==> src/rtl/nibble_serial_adder_ctrl_pkg.sv <==
// rtl/nibble_serial_adder_ctrl_pkg.sv - shared FSM state type and slice width for the nibble-serial adder
package alu_pkg;

  localparam int SLICE_W = 4;

  typedef enum logic [1:0] {
    IDLE = 2'd0,
    RUN  = 2'd1,
    DONE = 2'd2
  } state_e;

endpackage

==> src/rtl/nibble_serial_adder_ctrl_cla4.sv <==
// rtl/nibble_serial_adder_ctrl_cla4.sv - 4-bit carry lookahead adder slice
module CarryLookAheadAdder4Bit (
  input  logic [3:0] a,
  input  logic [3:0] b,
  input  logic       c_in,
  output logic [3:0] sum,
  output logic       c_out
);

  logic [3:0] p;
  logic [3:0] g;
  logic [4:0] c;

  // Propagate/generate terms and fully expanded lookahead carries.
  always_comb begin
    p    = a ^ b;
    g    = a & b;
    c[0] = c_in;
    c[1] = g[0] | (p[0] & c_in);
    c[2] = g[1] | (p[1] & g[0]) | (p[1] & p[0] & c_in);
    c[3] = g[2] | (p[2] & g[1]) | (p[2] & p[1] & g[0]) | (p[2] & p[1] & p[0] & c_in);
    c[4] = g[3] | (p[3] & g[2]) | (p[3] & p[2] & g[1]) | (p[3] & p[2] & p[1] & g[0])
         | (p[3] & p[2] & p[1] & p[0] & c_in);
    sum   = p ^ c[3:0];
    c_out = c[4];
  end

endmodule

==> src/rtl/nibble_serial_adder_ctrl.sv <==
// rtl/nibble_serial_adder_ctrl.sv - WIDTH-bit add/subtract sequenced one nibble per clock through a shared CLA slice
module nibble_serial_adder_ctrl
  import alu_pkg::*;
#(
  parameter int WIDTH = 16
) (
  input  logic             clk,
  input  logic             reset,
  input  logic             in_valid,
  output logic             in_ready,
  input  logic [WIDTH-1:0] op_a,
  input  logic [WIDTH-1:0] op_b,
  input  logic             sub,
  output logic             out_valid,
  input  logic             out_ready,
  output logic [WIDTH-1:0] sum,
  output logic             c_out,
  output logic             overflow,
  output logic             busy
);

  localparam int NIBBLES = WIDTH / SLICE_W;
  localparam int IDX_W   = (NIBBLES > 1) ? $clog2(NIBBLES) : 1;
  localparam logic [IDX_W-1:0] LAST_IDX = IDX_W'(NIBBLES - 1);

  generate
    if ((WIDTH % SLICE_W) != 0 || WIDTH < 8) begin : g_bad_width
      $error("nibble_serial_adder_ctrl: WIDTH must be a multiple of 4 and >= 8");
    end
  endgenerate

  state_e             state_q, state_d;
  logic [IDX_W-1:0]   idx_q, idx_d;
  logic [WIDTH-1:0]   a_q, a_d;
  logic [WIDTH-1:0]   b_q, b_d;       // operand B already inverted for subtract
  logic [WIDTH-1:0]   res_q, res_d;
  logic [WIDTH-1:0]   res_next;
  logic               carry_q, carry_d;
  logic [WIDTH-1:0]   sum_q, sum_d;
  logic               c_out_q, c_out_d;
  logic               ovf_q, ovf_d;
  logic               out_valid_q, out_valid_d;
  logic               in_ready_q, in_ready_d;
  logic               busy_q, busy_d;

  logic [SLICE_W-1:0] slice_sum;
  logic               slice_cout;

  CarryLookAheadAdder4Bit u_slice (
    .a     (a_q[idx_q*SLICE_W +: SLICE_W]),
    .b     (b_q[idx_q*SLICE_W +: SLICE_W]),
    .c_in  (carry_q),
    .sum   (slice_sum),
    .c_out (slice_cout)
  );

  // Next-state and next-output logic; results are only published on the last RUN edge.
  always_comb begin
    state_d     = state_q;
    idx_d       = idx_q;
    a_d         = a_q;
    b_d         = b_q;
    res_d       = res_q;
    carry_d     = carry_q;
    sum_d       = sum_q;
    c_out_d     = c_out_q;
    ovf_d       = ovf_q;
    out_valid_d = out_valid_q;
    in_ready_d  = in_ready_q;
    busy_d      = busy_q;

    res_next = res_q;
    res_next[idx_q*SLICE_W +: SLICE_W] = slice_sum;

    case (state_q)
      IDLE: begin
        if (in_valid && in_ready_q) begin
          a_d        = op_a;
          b_d        = op_b ^ {WIDTH{sub}};
          carry_d    = sub;
          idx_d      = '0;
          res_d      = '0;
          state_d    = RUN;
          in_ready_d = 1'b0;
          busy_d     = 1'b1;
        end
      end
      RUN: begin
        res_d   = res_next;
        carry_d = slice_cout;
        if (idx_q == LAST_IDX) begin
          state_d     = DONE;
          sum_d       = res_next;
          c_out_d     = slice_cout;
          ovf_d       = a_q[WIDTH-1] ^ b_q[WIDTH-1] ^ slice_sum[SLICE_W-1] ^ slice_cout;
          out_valid_d = 1'b1;
        end else begin
          idx_d = idx_q + 1'b1;
        end
      end
      DONE: begin
        if (out_ready) begin
          state_d     = IDLE;
          out_valid_d = 1'b0;
          in_ready_d  = 1'b1;
          busy_d      = 1'b0;
        end
      end
      default: begin
        state_d     = IDLE;
        out_valid_d = 1'b0;
        in_ready_d  = 1'b1;
        busy_d      = 1'b0;
      end
    endcase
  end

  // State and output registers; reset abandons any operation in flight.
  always_ff @(posedge clk or posedge reset) begin
    if (reset) begin
      state_q     <= IDLE;
      idx_q       <= '0;
      a_q         <= '0;
      b_q         <= '0;
      res_q       <= '0;
      carry_q     <= 1'b0;
      sum_q       <= '0;
      c_out_q     <= 1'b0;
      ovf_q       <= 1'b0;
      out_valid_q <= 1'b0;
      in_ready_q  <= 1'b1;
      busy_q      <= 1'b0;
    end else begin
      state_q     <= state_d;
      idx_q       <= idx_d;
      a_q         <= a_d;
      b_q         <= b_d;
      res_q       <= res_d;
      carry_q     <= carry_d;
      sum_q       <= sum_d;
      c_out_q     <= c_out_d;
      ovf_q       <= ovf_d;
      out_valid_q <= out_valid_d;
      in_ready_q  <= in_ready_d;
      busy_q      <= busy_d;
    end
  end

  assign in_ready  = in_ready_q;
  assign out_valid = out_valid_q;
  assign sum       = sum_q;
  assign c_out     = c_out_q;
  assign overflow  = ovf_q;
  assign busy      = busy_q;

endmodule

==> config.mk <==
export PLATFORM = sky130hd
export DESIGN_NAME = nibble_serial_adder_ctrl
export DESIGN_NICKNAME = d
export VERILOG_FILES = /design/src/rtl/nibble_serial_adder_ctrl_pkg.sv /design/src/rtl/nibble_serial_adder_ctrl_cla4.sv /design/src/rtl/nibble_serial_adder_ctrl.sv
export SDC_FILE = /design/constraint.sdc
export NUM_CORES = 1
export LEC_CHECK = 0
export ABC_CLOCK_PERIOD_IN_PS = 5300
export BUFFER_PORTS_ARGS = -buffer_cell sky130_fd_sc_hd__buf_2
export CORE_MARGIN = 4
export CORE_UTILIZATION = 61
export CTS_CLUSTER_SIZE = 28
export DETAILED_ROUTE_END_ITERATION = 10
export PLACE_DENSITY = 0.88
export SLEW_MARGIN = 15
export SYNTH_ARGS = -nofsm -noshare
export SYNTH_HDL_FRONTEND = slang
export SYNTH_HIERARCHICAL = 1
export SYNTH_SLANG_ARGS = --single-unit
==> constraint.sdc <==
create_clock -name clk -period 5.3 [get_ports clk]
set_input_delay 0.265 -clock clk [delete_from_list [all_inputs] [get_ports clk]]
set_output_delay 0.265 -clock clk [all_outputs]
set_load 0.02 [all_outputs]
Word level (Yosys, flattened, before mapping) --
Index checks and enable logic that the tools add are counted.
Storage, ports and cells: bits in latches 0, bits in read-only memories 0, RAM bits 0, output and inout bits 21, input port bits 37, memories kept 0, bits in registers 74, word-level logic and storage cells 90
Cells by class: reduce and logical (&&, ||, !) cells 10, div/mod/pow operators 0, shifts and indexed selects 4, multiply operators 0, add/sub/neg operators 2, bitwise operators 35, order comparisons 0, equality and inequality tests 7, multiplexer cells 20
Operator list (number):
- 4-bit negator with 34-bit output | 1
- 4-bit by 34-bit variable shift with 16-bit output (first input constant) | 1
- 4-bit by 34-bit indexed part select with 16-bit output | 1
- 16-bit one-hot mux with 2 select lines | 1
- 16-bit by 5-bit indexed part select with 4-bit output | 2
- 1-bit AND | 16
- 16-bit bitwise mux | 1
- 16-bit two-way mux | 1
- 16-bit XOR | 1
- 3-bit AND reduction | 4
- 2-bit two-way mux | 5
- 1-bit OR | 10
- 1-bit one-hot mux with 3 select lines | 3
- 2-bit inequality test (second input constant) | 4
- 4-bit XOR | 2
- 1-bit two-way mux | 6
- 2-bit one-hot mux with 3 select lines | 1
- 2-bit AND reduction | 3
- 4-bit AND | 1
- 2-bit == test (second input constant) | 2
- 2-bit one-hot mux with 2 select lines | 1
- 1-bit XOR | 3
- 2-bit by 1-bit adder with 2-bit output (second input constant) | 1
- 2-bit by 1-bit == test with 1-bit output (second input constant) | 1
- 5 further kinds | 6

Logic depth before layout (Yosys ltp) --
Gate-level depths: netlist of run 1.
depth in word-level cells 10, mapped depth 10, gate-level depth less buffers 8

By module --
The synthesis of run 1 kept the hierarchy.
By module, submodules not included:
- nibble_serial_adder_ctrl | area each 3499.6 um2, instances 1, cells each 294
- CarryLookAheadAdder4Bit | area each 147.6 um2, instances 1, cells each 17

Worst setup path before layout of run 1 --
OpenSTA, ideal clock, no wires.
path kind flip-flop to flip-flop, start point reg idx_q[0], end point reg ovf_q (netlist: overflow), cell stages (with the launch flop) 11, library setup time 126 ps, period minus slack after synthesis 2781 ps, buffers on the path 2, data arrival time 2655 ps, path slack 2519 ps, cell sequence dfrtp_1 -> buf_4 -> mux4_2 -> ha_1 -> a21o_1 -> a31o_1 -> xor2_1 -> clkbuf_1 -> xnor2_1 -> xnor2_1 -> a21oi_1
Between the ends: longest elaborated chain between the ends 9, elaborated cells between the ends (all ways) 28
RTL lines:
- from (decl) | line nibble_serial_adder_ctrl.sv:33 | logic [IDX_W-1:0] idx_q, idx_d;
- from (signal assigned) | line nibble_serial_adder_ctrl.sv:135 | idx_q <= idx_d;
- 16-bit by 5-bit indexed part select with 4-bit output (on tied branches) | line nibble_serial_adder_ctrl.sv:50, nibble_serial_adder_ctrl.sv:51
- 4-bit XOR / 4-bit AND (equally long branches) | line nibble_serial_adder_ctrl_cla4.sv:16, nibble_serial_adder_ctrl_cla4.sv:17
- 1-bit AND | line nibble_serial_adder_ctrl_cla4.sv:21 | c[3] = g[2] | (p[2] & g[1]) | (p[2] & p[1] & g[0]) | (p[2] & p[1] & p[0] & c_in);
- 1-bit OR / 1-bit AND (equally long branches) (2 in series) | line nibble_serial_adder_ctrl_cla4.sv:21
- 1-bit OR | line nibble_serial_adder_ctrl_cla4.sv:21
- 4-bit XOR (*) | line nibble_serial_adder_ctrl_cla4.sv:24 | sum = p ^ c[3:0];
- named net slice_sum[3] | line nibble_serial_adder_ctrl.sv:46 | logic [SLICE_W-1:0] slice_sum;
- 1-bit XOR (*) (2 in series) | line nibble_serial_adder_ctrl.sv:95 | ovf_d = a_q[WIDTH-1] ^ b_q[WIDTH-1] ^ slice_sum[SLICE_W-1] ^ slice_cout;
- to (signal assigned) | line nibble_serial_adder_ctrl.sv:142 | ovf_q <= ovf_d;
- to (decl) | line nibble_serial_adder_ctrl.sv:41 | logic ovf_q, ovf_d;
Mark *: on every way through the listed nets, which the timed path passes. The rest lies on a longest branch. A chain may end at the register's enable or synchronous reset.

Worst setup path after layout of run 1 --
Same ends and word-level chain as after synthesis.

==> key figures, run 1 <==
Synth
  – Synth Area per Inst: 11.73 sq um
  – Netlist cell types: 39
  – Synth Flop Type: dfrtp_1
  – Share of flip-flops with an asynchronous set or reset: 100.0%
  – Synth Area in Simple Gates: 9.949%
  – Syn nets: 359
  – Main combinational cell family by area after synthesis: compound AO/OA/AOI/OAI gates
  – Post-synthesis xor/xnor area fraction: 5.283%
  – Yosys warning count: 6
  – Synth Area in Adders: 3.979%
  – Post-synthesis cell count: 311
  – Sequential area share after synthesis: 50.81%
  – Synth area leaders: dfrtp_1 (50%), mux2_2 (5.2%), xnor2_1 (5.0%), mux4_2 (4.9%), a21oi_1 (4.7%)
  – EDFF count, synth: 0
  – Synth Cell Area: 3647 sq um
  – Proportion of synthesized area in mux cells: 10.19%
  – Synth Area in Compound Gates: 15.23%
  – Yosys top cell area share: 50.09%
  – #FFs+latches synth: 74
  – Area leader, netlist: dfrtp_1

Die
  – Initial Util: 64.65%
  – Core Area: 5642 sq um
  – DIE AREA: 7280 sq um
  – Die span in y: 85.33 um
  – Core Rows: 27
  – Die W: 85.33 um
  – I/O pins: 58

Place
  – GP Congestion: 0.8086
  – I/O Buffers: 57
  – Post-DP HPWL: 4.878 mm
  – Placed Area: 3920 sq um

Worst setup path
  – Critical Path Start Type: register
  – Crit-path max FO: 16
  – CP Capture Type: register
  – CP Data Arrival Time: 3.70 ns
  – Critical path type: reg -> reg
  – Required @ worst endpoint: 5.51 ns

CTS
  – Hold-fix buffers at CTS: 0
  – Clk buf depth: 2
  – TritonCTS Buffers: 9
  – Clock Sinks: 74
  – Resized Gates After CTS: 0
  – Postcts setup bufs: 0
  – CTS clk-pin slew, worst paths: 0.07 ns
  – CTS tree: yes
  – H-tree Lvls: 3
  – CTS root buf: clkbuf_8
  – Worst-Skew Late Latency: 0.35 ns

STA
  – Worst slew margin: 39.57%
  – Setup violators final: 0
  – Final period util: 65.85%
  – Fin. Hold Viols: 0
  – Fmax: 286.5 MHz
  – Slew @ Worst Pin: 0.9065 ns
  – Clock skew: 0.009316 ns
  – RSZ-0062 raised after global routing: no
  – Post-layout minimum cycle time: 3.490 ns
  – Final slew viol count: 0
  – Setup TNS: 0 ns

Drt
  – Via density: 5.778
  – Vias after detailed routing: 2519
  – Antenna Nets Post-Route: 0
  – WL final: 6.949 mm
  – WL/cell: 15.94 um
  – First DRT Iteration DRCs: 224
  – Drt pass-1 iters: 4
  – Residual DRC count: 0

Global route
  – Tot GR Track Use: 20.93%
  – Largest net degree at the start of global routing: 75
  – First-pass GRT wire length: 12.07 mm
  – Vias in the first global route: 2620
  – Gr ovfl total: 0
  – Initial antenna violation count: 0

Cells and area
  – Antenna Cells: 0
  – Layout cell share with drive strength beyond 1: 29.67%
  – Fin util: 72.50%
  – Fillcell total: 405
  – Area delta synth->final: 12.14%
  – Area of the multi-input gates: 1628 sq um
  – Reg area: 1853 sq um
  – Fin nets: 407
  – Design area: 4090 sq um

Pwr
  – Switch Pwr: 1.266 mW
  – LEAKAGE: 1.855 nW
  – Clock share of power: 13.6%
  – Combinational Power Share: 52.1%
  – Int Power: 1.624 mW
  – Maximum vdd drop: 0.4537 mV
  – Pwr/cell area: 706.5 nW/um^2
  – Seq pwr share: 34.3%
  – Net switching fraction of the power: 43.80%

Run
  – Max-cap viol count: 0

Worst hold path
  – HP Class: in -> reg

Status
  – Status: finished clean
[final timing paths]
kind / startpoint / end / slack [ns] / depth (start not counted)
max in group asynchronous: reset / res_q[15] / 4.53 / 3
hold reg to reg: busy / busy / 0.47 / 1
hold / removal: in_valid / in_ready / 0.08 / 2
min in group asynchronous: reset / sum[13] / 0.18 / 3
setup / recovery: idx_q[0] / overflow / 1.81 / 8
setup reg to reg: idx_q[0] / overflow / 1.81 / 8
[per-layer routing]
layer | track usage [%] | vias up | wire (um)
met5 | 0 | - | 0
met4 | 9.065 | 0 | 161
met1 | 25.94 | 1209 | 3017
li1 | - | 1215 | -
met2 | 34.89 | 76 | 3407
met3 | 5.049 | 19 | 363
[registers in the layout, indices dropped and copies added, names as in the netlist]
signal and count:
a_q 16, b_q 16, busy 1, c_out 1, carry_q 1, idx_q 2, in_ready 1, out_valid 1
overflow 1, res_q 16, state_q 2, sum 16
[cell usage after synthesis (all sizes together), types with 2 or more instances]
cell type,number
clkbuf,6
a32o,16
ha,10
nand4,4
a32oi,4
buf,18
and2,2
a21oi,38
o21ai,4
nand2b,5
and4bb,2
a22oi,2
a21o,6
inv,9
mux4,8
and2b,2
dfrtp,73
xnor2,21
mux2,17
nor2b,8
a31oi,8
nor2,36
[stage by stage]
| step | worst slack, ns | hold WS, ns | power (mW) | cells |
|---|---|---|---|---|
| 6_report | 1.810 | 0.08137 | 2.890 | 436 |
| 5_1_grt | 1.619 | 0.06558 | 3.096 | 436 |
| 4_1_cts | 1.844 | 0.06311 | 2.896 | 436 |
| 3_5_place_dp | 1.862 | 0.4387 | 2.497 | 420 |
| 3_3_place_gp | 1.974 | 0.4330 | 2.431 | 420 |
| 2_1_floorplan | 2.519 | 0.3364 | 2.164 | 311 |
[layout make-up]
type,instances,share of cell area (%)
Sequential cell,74,45.30
Multi-Input combinational cell,204,39.80
Timing Repair Buffer,61,7.709
Inverter,9,0.8259
Tap cell,72,2.203
Clock buffer,16,4.160
[power by group through the flow]
stage	Sequential [mW]	Clock (mW)	Combinational, mW
after floorplan	1.02	0	1.14
after global placement	0.994	0	1.44
after detailed placement	1.01	0	1.49
after CTS	0.997	0.401	1.50
after global routing	1.03	0.432	1.63
final	0.991	0.393	1.51
[layout by cell type, fill, tap and decap left out, drive strengths merged]
master / count
and3: 1
a31o: 1
xor2: 1
ha: 10
fa: 1
inv: 9
or3: 1
buf: 61
a21o: 6
a32oi: 4
nor2b: 8
a22oi: 2
a31oi: 8
nor2: 36
o21bai: 1
a32o: 16
o21ai: 4
dfstp: 1
nor3b: 1
nand2b: 5
clkbuf: 16
and2: 2
xnor2: 21
mux2: 17
mux4: 8
nand2: 1
nand4: 4
and4bb: 2
nor4b: 1
and3b: 1
and2b: 2
dfrtp: 73
a21oi: 38
o2bb2ai: 1
[critical path: stages (launching register included)]
cell and delay (ns):
dfrtp_1 0.84, mux4_2 0.59, ha_1 0.36, a21o_1 0.21
a31o_1 0.22, xor2_1 0.71, xnor2_1 0.21, xnor2_1 0.14
a21oi_1 0.08
[logic make-up after synthesis]
group,after synthesis
buf+inv,33
compound gates,81
fa+ha+maj,11
mux,25
flops,74
xor+xnor,22
simple gates,65
Note: power is estimated with default switching activity, not from simulation.
==> run 2, diff against run 1 <==
--- a/config.mk
+++ b/config.mk
@@ -5,13 +5,13 @@
 export SDC_FILE = /design/constraint.sdc
 export NUM_CORES = 1
 export LEC_CHECK = 0
-export ABC_CLOCK_PERIOD_IN_PS = 5300
+export ABC_CLOCK_PERIOD_IN_PS = 3000
 export BUFFER_PORTS_ARGS = -buffer_cell sky130_fd_sc_hd__buf_2
 export CORE_MARGIN = 4
-export CORE_UTILIZATION = 61
+export CORE_UTILIZATION = 51
 export CTS_CLUSTER_SIZE = 28
 export DETAILED_ROUTE_END_ITERATION = 10
-export PLACE_DENSITY = 0.88
+export PLACE_DENSITY = 0.79
 export SLEW_MARGIN = 15
 export SYNTH_ARGS = -nofsm -noshare
 export SYNTH_HDL_FRONTEND = slang
==> constraint.sdc (replaced) <==
create_clock -name clk -period 3 [get_ports clk]
set_input_delay 0.15 -clock clk [delete_from_list [all_inputs] [get_ports clk]]
set_output_delay 0.15 -clock clk [all_outputs]
set_load 0.02 [all_outputs]
==> key figures, run 2 (same netlist as run 1, synthesis figures left out) <==
Status
  – Status: finished clean

Place
  – I/O Buffers: 57
  – GP Congestion: 0.8084
  – Post-DP HPWL: 5.005 mm
  – DP Worst Slack: 0.1442 ns

STA
  – Setup violators final: 0
  – Final worst slack: 0.3204 ns
  – Final period util: 89.32%
  – Final slew viol count: 0
  – Clock skew: 0.005549 ns
  – RSZ-0062 raised after global routing: no
  – Post-layout minimum cycle time: 2.680 ns
  – Fmax: 373.2 MHz
  – Fin. Hold Viols: 0
  – Worst slew margin: 52.39%
  – Slew @ Worst Pin: 0.7141 ns
  – Setup TNS: 0 ns

Cells and area
  – Most common cell after layout, fill and taps aside: dfrtp_1
  – Fillcell total: 547
  – Fin nets: 415
  – Area delta synth->final: 15.68%
  – Fin util: 61.42%
  – Layout cell share with drive strength beyond 1: 31.00%
  – Antenna Cells: 0
  – Most frequent cells in the layout: dfrtp_1 (72), buf_2 (57), nor2_1 (36), a21oi_1 (34), xnor2_1 (21)

Worst setup path
  – Critical path type: reg -> reg
  – RR Endpoint: sum[15]
  – CP Capture Type: register
  – Worst-case reg-to-reg path depth: 8
  – Reg2reg start: idx_q[0]
  – Critical Path Start Type: register
  – Required @ worst endpoint: 3.22 ns
  – CP Data Arrival Time: 2.90 ns
  – Crit-path max FO: 11
  – Setup slack, reg-to-reg: 0.32 ns

Die
  – Core Area: 6869 sq um
  – Die W: 92.57 um
  – DIE AREA: 8568 sq um
  – Die span in y: 92.57 um
  – Core Rows: 30
  – Initial Util: 53.10%
  – I/O pins: 58

Drt
  – DR WL met2: 3.487 mm
  – M1 WL: 2.977 mm
  – Antenna Nets Post-Route: 0
  – DR WL met3: 426 um
  – Uppermost layer routed: met4
  – Vias after detailed routing: 2566
  – Via density: 5.495
  – WL/cell: 15.04 um
  – Drt pass-1 iters: 4
  – First DRT Iteration DRCs: 134
  – WL final: 7.025 mm
  – Residual DRC count: 0

CTS
  – Clock Sinks: 74
  – H-tree Lvls: 3
  – Worst-Skew Late Latency: 0.35 ns
  – Postcts setup bufs: 0
  – CTS clk-pin slew, worst paths: 0.07 ns
  – CTS root buf: clkbuf_8
  – TritonCTS Buffers: 9
  – Clk buf depth: 2
  – CTS tree: yes

Global route
  – Vias in the first global route: 2532
  – First-pass GRT wire length: 11.94 mm
  – Largest net degree at the start of global routing: 34
  – Gr ovfl total: 0
  – Initial antenna violation count: 0
  – Tot GR Track Use: 17.92%

Pwr
  – LEAKAGE: 1.906 nW
  – Maximum vdd drop: 0.6874 mV
  – Pwr/cell area: 1268 nW/um^2

Worst hold path
  – Min-Delay Endpoint: a_q[10]
  – HP Class: in -> reg
  – Hold path cells: 2
  – Hold_sp: op_a[10]

Run
  – Max-cap viol count: 0
==> run 2: stage by stage <==
| stage | total power, mW | cells | area (sq um) | hold WS, ns |
|---|---|---|---|---|
| final | 5.352 | 467 | 4219 | 0.02873 |
| after global routing | 5.758 | 467 | 4219 | 0.001500 |
| after CTS | 5.385 | 466 | 4208 | 0.01127 |
| after detailed placement | 4.566 | 449 | 3988 | 0.2844 |
| after global placement | 4.489 | 449 | 3988 | 0.2813 |
| after floorplan | 3.823 | 311 | 3647 | 0.2214 |
==> run 2: what timing repair did <==
item / 4_1_cts / 5_1_grt
resized for setup: 0 / 1
endpoints found under the setup margin: 0 / 8
hold endpoints to repair: 31 / 1
hold buffers: 2 / 1
==> run 2: area by class of cell <==
type	instances	area, sq um	share of cell area (%)
multi-input combinational	204	1628	38.58
clock inverter	3	65.06	1.542
inverter	9	33.78	0.8007
clock buffer	12	135.1	3.203
timing repair buffer	69	382.9	9.075
tap	96	120.1	2.847
sequential	74	1854	43.95
==> run 2: how the worst max path moves through the flow <==
stage | from | to | slack (ns) | cells after the start
detailed placement | idx_q[0] | sum[15] | 0.14 | 8
global route | idx_q[0] | sum[14] | 0.14 | 7
CTS | idx_q[0] | sum[15] | 0.09 | 8
floorplan | idx_q[0] | overflow | 0.22 | 10
global placement | idx_q[0] | sum[14] | 0.19 | 7
finish | idx_q[0] | sum[15] | 0.32 | 8
==> run 2: critical path, stage by stage, from the launching register on <==
cell     delay [ns]
dfrtp_2        0.55
mux4_2         0.56
ha_1           0.35
a21o_1         0.19
a31o_1         0.20
xor2_1         0.17
buf_4          0.19
a32oi_1        0.23
a21oi_1        0.10
==> run 2: power by group <==
group / total (mW) / internal, mW / switching (mW) / leakage (nW)
logic: 2.81 / 1.21 / 1.60 / 0.886
clock network: 0.804 / 0.464 / 0.341 / 0.100
registers: 1.73 / 1.44 / 0.297 / 0.920
==> run 2: metal layers <==
| metal | global-route usage [%] | up-vias |
|---|---|---|
| met3 | 5.605 | 15 |
| met1 | 22.20 | 1237 |
| met5 | 0 | - |
| met2 | 29.43 | 81 |
| li1 | - | 1233 |
| met4 | 6.683 | 0 |
